`src/rtl/acdc_run_ctrl.sv`:
```
// Core run control: IDLE/RUN/HALTED sequencing with saturating cycle, instruction and event counters.
// Optional watchdog halt enabled by defining ACDC_RUN_CTRL_WATCHDOG_EN.
module acdc_run_ctrl #(
   parameter int unsigned CNT_W      = 16,
   parameter int unsigned NUM_EVT    = 4,
   parameter int unsigned MAX_CYCLES = 4096
) (
   input  logic               CLK,
   input  logic               start,
   input  logic               halt_req,
   input  logic               instr_valid,
   input  logic [NUM_EVT-1:0] evt,
   input  logic [3:0]         rd_sel,
   output logic [CNT_W-1:0]   rd_data,
   output logic               run,
   output logic               halt,
   output logic               timeout,
   output logic               sat
);

   typedef enum logic [1:0] {
      ST_IDLE,
      ST_RUN,
      ST_HALTED
   } state_t;

   localparam logic [CNT_W-1:0] CNT_MAX = '1;
   localparam logic [CNT_W-1:0] CNT_ONE = CNT_W'(1);

   if (NUM_EVT < 1 || NUM_EVT > 8) begin : g_bad_num_evt
      $error("acdc_run_ctrl: NUM_EVT must be in 1..8");
   end
   if (64'(MAX_CYCLES) >= (64'd1 << CNT_W)) begin : g_bad_max_cycles
      $error("acdc_run_ctrl: MAX_CYCLES must be below 2**CNT_W");
   end

   state_t           state;
   logic [CNT_W-1:0] cycle_ct;
   logic [CNT_W-1:0] instr_ct;
   logic [CNT_W-1:0] evt_ct   [NUM_EVT];

   logic [CNT_W-1:0] cyc_next;
   logic [CNT_W-1:0] instr_next;
   logic [CNT_W-1:0] evt_next [NUM_EVT];
   logic             cyc_hit;
   logic             instr_hit;
   logic [NUM_EVT-1:0] evt_hit;
   logic             any_hit;

   // A counter already at max that is asked to increment holds and flags saturation.
   always_comb begin
      cyc_hit    = (cycle_ct == CNT_MAX);
      cyc_next   = cyc_hit ? cycle_ct : cycle_ct + CNT_ONE;
      instr_hit  = instr_valid && (instr_ct == CNT_MAX);
      instr_next = (instr_valid && !instr_hit) ? instr_ct + CNT_ONE : instr_ct;
      evt_hit    = '0;
      evt_next   = evt_ct;
      for (int unsigned i = 0; i < NUM_EVT; i++) begin
         evt_hit[i]  = evt[i] && (evt_ct[i] == CNT_MAX);
         evt_next[i] = (evt[i] && !evt_hit[i]) ? evt_ct[i] + CNT_ONE : evt_ct[i];
      end
      any_hit = cyc_hit || instr_hit || (|evt_hit);
   end

`ifdef ACDC_RUN_CTRL_WATCHDOG_EN
   localparam logic [CNT_W-1:0] WD_LIMIT = CNT_W'(MAX_CYCLES);
   logic wd_hit;

   assign wd_hit = (cyc_next == WD_LIMIT);

   // timeout can only rise on the RUN->HALTED edge, and HALTED is left only via start.
   always_ff @(posedge CLK) begin
      if (start) begin
         timeout <= 1'b0;
      end else if (state == ST_RUN && !halt_req && wd_hit) begin
         timeout <= 1'b1;
      end
   end
`else
   assign timeout = 1'b0;
`endif

   always_ff @(posedge CLK) begin
      if (start) begin
         state    <= ST_IDLE;
         run      <= 1'b0;
         halt     <= 1'b0;
         sat      <= 1'b0;
         cycle_ct <= '0;
         instr_ct <= '0;
         for (int unsigned i = 0; i < NUM_EVT; i++) begin
            evt_ct[i] <= '0;
         end
      end else begin
         case (state)
            ST_IDLE: begin
               state <= ST_RUN;
               run   <= 1'b1;
               halt  <= 1'b0;
            end
            ST_RUN: begin
               cycle_ct <= cyc_next;
               instr_ct <= instr_next;
               for (int unsigned i = 0; i < NUM_EVT; i++) begin
                  evt_ct[i] <= evt_next[i];
               end
               sat <= sat || any_hit;
               if (halt_req) begin
                  state <= ST_HALTED;
                  run   <= 1'b0;
                  halt  <= 1'b1;
               end
`ifdef ACDC_RUN_CTRL_WATCHDOG_EN
               else if (wd_hit) begin
                  state <= ST_HALTED;
                  run   <= 1'b0;
                  halt  <= 1'b1;
               end
`endif
            end
            ST_HALTED: begin
               run  <= 1'b0;
               halt <= 1'b1;
            end
            default: begin
               state <= ST_IDLE;
               run   <= 1'b0;
               halt  <= 1'b0;
            end
         endcase
      end
   end

   always_comb begin
      rd_data = '0;
      if (rd_sel == 4'd0) begin
         rd_data = cycle_ct;
      end else if (rd_sel == 4'd1) begin
         rd_data = instr_ct;
      end else begin
         for (int unsigned i = 0; i < NUM_EVT; i++) begin
            if (rd_sel == 4'(i + 2)) begin
               rd_data = evt_ct[i];
            end
         end
      end
   end

endmodule

```
`config.mk`:
```
export PLATFORM = sky130hd
export DESIGN_NAME = acdc_run_ctrl
export DESIGN_NICKNAME = d
export VERILOG_FILES = /design/src/rtl/acdc_run_ctrl.sv
export SDC_FILE = /design/constraint.sdc
export NUM_CORES = 1
export LEC_CHECK = 0
export ABC_AREA = 0
export CORE_MARGIN = 4
export CORE_UTILIZATION = 42
export CTS_BUF_LIST = sky130_fd_sc_hd__clkbuf_8 sky130_fd_sc_hd__clkbuf_16
export CTS_CLUSTER_SIZE = 40
export DETAILED_ROUTE_END_ITERATION = 8
export GPL_TIMING_DRIVEN = 0
export SYNTH_ARGS = -nofsm -noshare
export SYNTH_HDL_FRONTEND = slang
export SYNTH_SLANG_ARGS = --single-unit
```
`constraint.sdc`:
```
create_clock -name CLK -period 6.1 [get_ports CLK]
set_clock_uncertainty 0.2 [all_clocks]
set_input_delay 1.22 -clock CLK [delete_from_list [all_inputs] [get_ports CLK]]
set_output_delay 1.22 -clock CLK [all_outputs]
set_load 0.02 [all_outputs]
```
==> results of run 1 <==
## kinds of logic after synthesis
| kind of cell | share of synthesized area [%] |
|---|---|
| buf+inv | 4.30 |
| xor+xnor | 10.7 |
| compound gates | 13.9 |
| mux | 1.78 |
| flops | 35.4 |
| fa+ha+maj | 1.97 |
| simple gates | 31.9 |
| other cells | 0.0657 |
## stage by stage
step | area (µm²) | instances | hold WS (ns) | setup WS [ns]
2_1_floorplan | 5710 | 716 | 0.268 | 1.98
5_1_grt | 6510 | 937 | 0.347 | 0.695
4_1_cts | 6510 | 937 | 0.319 | 0.895
6_report | 6510 | 937 | 0.314 | 0.863
3_5_place_dp | 6220 | 921 | 0.308 | 0.897
3_3_place_gp | 6220 | 921 | 0.287 | 0.894
## final timing paths
kind	from	end	slack (ns)	depth (start not counted)
worst max-delay path	rd_sel[2]	rd_data[4]	0.86	8
worst min-delay path	run	run	0.31	2
worst max register to register	state[1]	evt_ct[7]	3.56	8
worst min register to register	run	run	0.31	2
## state kept, by name, indices dropped and copies added, names as in the netlist
register  flops
sat           1
halt          1
run           1
evt_ct       64
instr_ct     16
state         2
cycle_ct     16
## layout make-up
type / instances / area (µm²)
Buffer: 36 / 163
Inverter: 22 / 82.6
Clock buffer: 10 / 239
Multi-Input combinational cell: 557 / 3440
Clock inverter: 6 / 55.1
Sequential cell: 101 / 2020
Tap cell: 176 / 220
Fill cell: 1308 / 6780
Timing Repair Buffer: 29 / 290
## synthesized netlist by cell type, types with 3 or more instances
cell type  instances  share of area [%]
nor2_1           114                7.5
and2_1             8               0.88
o21ai_1            5               0.44
nand4b_1           3               0.46
nor3_1            30                2.6
a221oi_1          14                2.1
xor2_1            21                3.2
o211ai_1           6               0.79
nor4b_1            3               0.46
xnor2_1           49                7.5
a211oi_1          15                2.0
or3_1             11                1.2
nor3b_1            6               0.79
ha_1               9                2.0
inv_1             22                1.4
buf_4              3               0.39
and4_1            14                2.1
nand2_1           51                3.4
a31oi_1            5               0.55
clkbuf_1          24                1.6
nand4_1           26                2.8
mux2i_1            9                1.6
buf_2              7               0.61
o21ai_0           30                2.6
nor4_1            16                1.8
dfxtp_1          101                 35
a21oi_1           34                3.0
nor2b_1            6               0.66
nand3_1           25                2.2
and3_1            10                1.1
## power by group through the flow
stage	Clock, mW	Combinational, mW	Sequential [mW]
after floorplan	0	0.0962	0.702
after global routing	0.619	0.172	0.689
after CTS	0.588	0.155	0.688
final	0.573	0.156	0.688
after global placement	0	0.153	0.702
after detailed placement	0	0.154	0.703
## critical path: stages
cell and delay [ns]:
clkdlybuf4s50_1 0.65, and2_1 0.18, clkbuf_1 0.21, buf_2 0.25, a211oi_1 0.12, a221oi_1 0.45
o21ai_0 0.17, clkdlybuf4s50_1 0.57
## routing by layer
metal / vias to the layer above / GRT usage, %
li1: 2649 / -
met1: 2531 / 28.7
met2: 132 / 33.6
met3: 29 / 5.75
met4: 0 / 6.38
met5: - / 0
==> flow_summary.toml, run 1 <==
[placement]
dp_hpwl_um = 12500
portBuffers = 29
routabilityCongestion = 0.907

[finish]
mostFrequentLayoutCells = "114 x nor2_1, 101 x dfxtp_1, 51 x nand2_1"
nets = 777
syn_to_final_growth_pct = 14.1
final_util_pct = 49.0
drive_above_1_share_pct = 5.65
final_common_cell = "nor2_1"
diodes = 0

[power_and_ir_drop]
pwr-share-clk_pct = 40.4
p_switching_mw = 0.359
total_power_mw = 1.42
power.leakage_nw = 2.10
p_int_mw = 1.06
seqPwrFrac_pct = 48.6
combPwrFrac_pct = 11.0
switching_share_pct = 25.4
power_density_nw_per_um2 = 218
ir_worst_vdd_uv = 170

[route]
wl_per_cell_um = 17.4
drtIter0Drc = 480
antenna_left = 0
routed_via_density = 5.70
drt_wl_total_um = 16300
via_count = 5341
wl_met3_um = 859
first_pass_iters = 5
top_layer = "met4"
routed-wl-met2_um = 7430
wl_met1_um = 7720
route.detailed.drc = 0

[floorplanning]
ios = 32
dieArea_um2 = 15500
core_um2 = 13300
fp.dieH_um = 125
die_w_um = 125
start_util_pct = 42.9
num_rows = 42

[sta]
worst_slew_pin_slew_ns = 0.838
hold_viol = 0
fin_tns_setup_ns = 0
maxSlewHeadroom_pct = 44.1
slew_violations = 0
rsz0062_at_grt = "no"
finalSetupViolCount = 0
post-route-period-util_pct = 85.8
fmax_mhz = 191
fin_crit_ns = 5.24

[yosys]
syn_avg_cell_area_um2 = 7.97
netlist_area_um2 = 5710
syn_nets = 737
synth_ff_type = "dfxtp_1"
async_reset_ff_share_pct = 0
synth-edff-count = 0
ys_ff_latch = 101
ys_seq_area_share_pct = 35.4
ys_warn_count = 0
synthCells = 716
synth.distinct_cells = 63

[grt]
grt_first_pass_wirelength_um = 26400
antenna_found_initial = 0
grt_overflow_total = 0
grt_use_total_pct = 21.3
grt_max_degree = 16
grt_pass1_vias = 4997

[cts]
cts_sinks = 101
clk_latency_ns = 0.36
cts_tree = "yes"
clk_pin_slew_ns = 0.07
cts_setup_buffers = 0
post_cts_resized = 0
cts_root_buf = "clkbuf_16"
clockBufferDepth = 2
htree_levels = 3
cts_buffers = 9
hold_buffers = 0

[critical_path]
cp-start-kind = "input pin"
crit_type = "in2out"
cp.required_ns = 4.68
worstPathMaxFanout = 10
crit_arrival_ns = 3.82
endpoint_kind = "output pin"

[outcome]
status = "complete, no violations"

[job]
max_cap_viol_count = 0

[min_path]
hold_class = "reg2reg"
Note: power is estimated with default switching activity, not from simulation.
==> inputs of run 2 (changes only) <==
Settings changed: ABC_CLOCK_PERIOD_IN_PS set to 6100, CTS_CLUSTER_SIZE 40 to 20.
==> results of run 2 <==
The final DEF is identical to that of run 1; final timing and power are the same.
==> inputs of run 3 (changes only) <==
Settings changed: ABC_CLOCK_PERIOD_IN_PS 6100 to 5450, TNS_END_PERCENT set to 1.
Clock period 6.1 ns to 5.45 ns, I/O delays scaled along.
==> results of run 3 <==
Same layout as run 1 (identical final DEF). Status: complete, no violations.
Main changes from that run: setup slack after placement 0.897 ns -> 0.507 ns; setup slack after layout 0.863 ns -> 0.473 ns; register-to-register setup slack 3.56 ns -> 2.91 ns; total power 1.42 mW -> 1.59 mW; worst IR drop on VDD 170 µV -> 190 µV
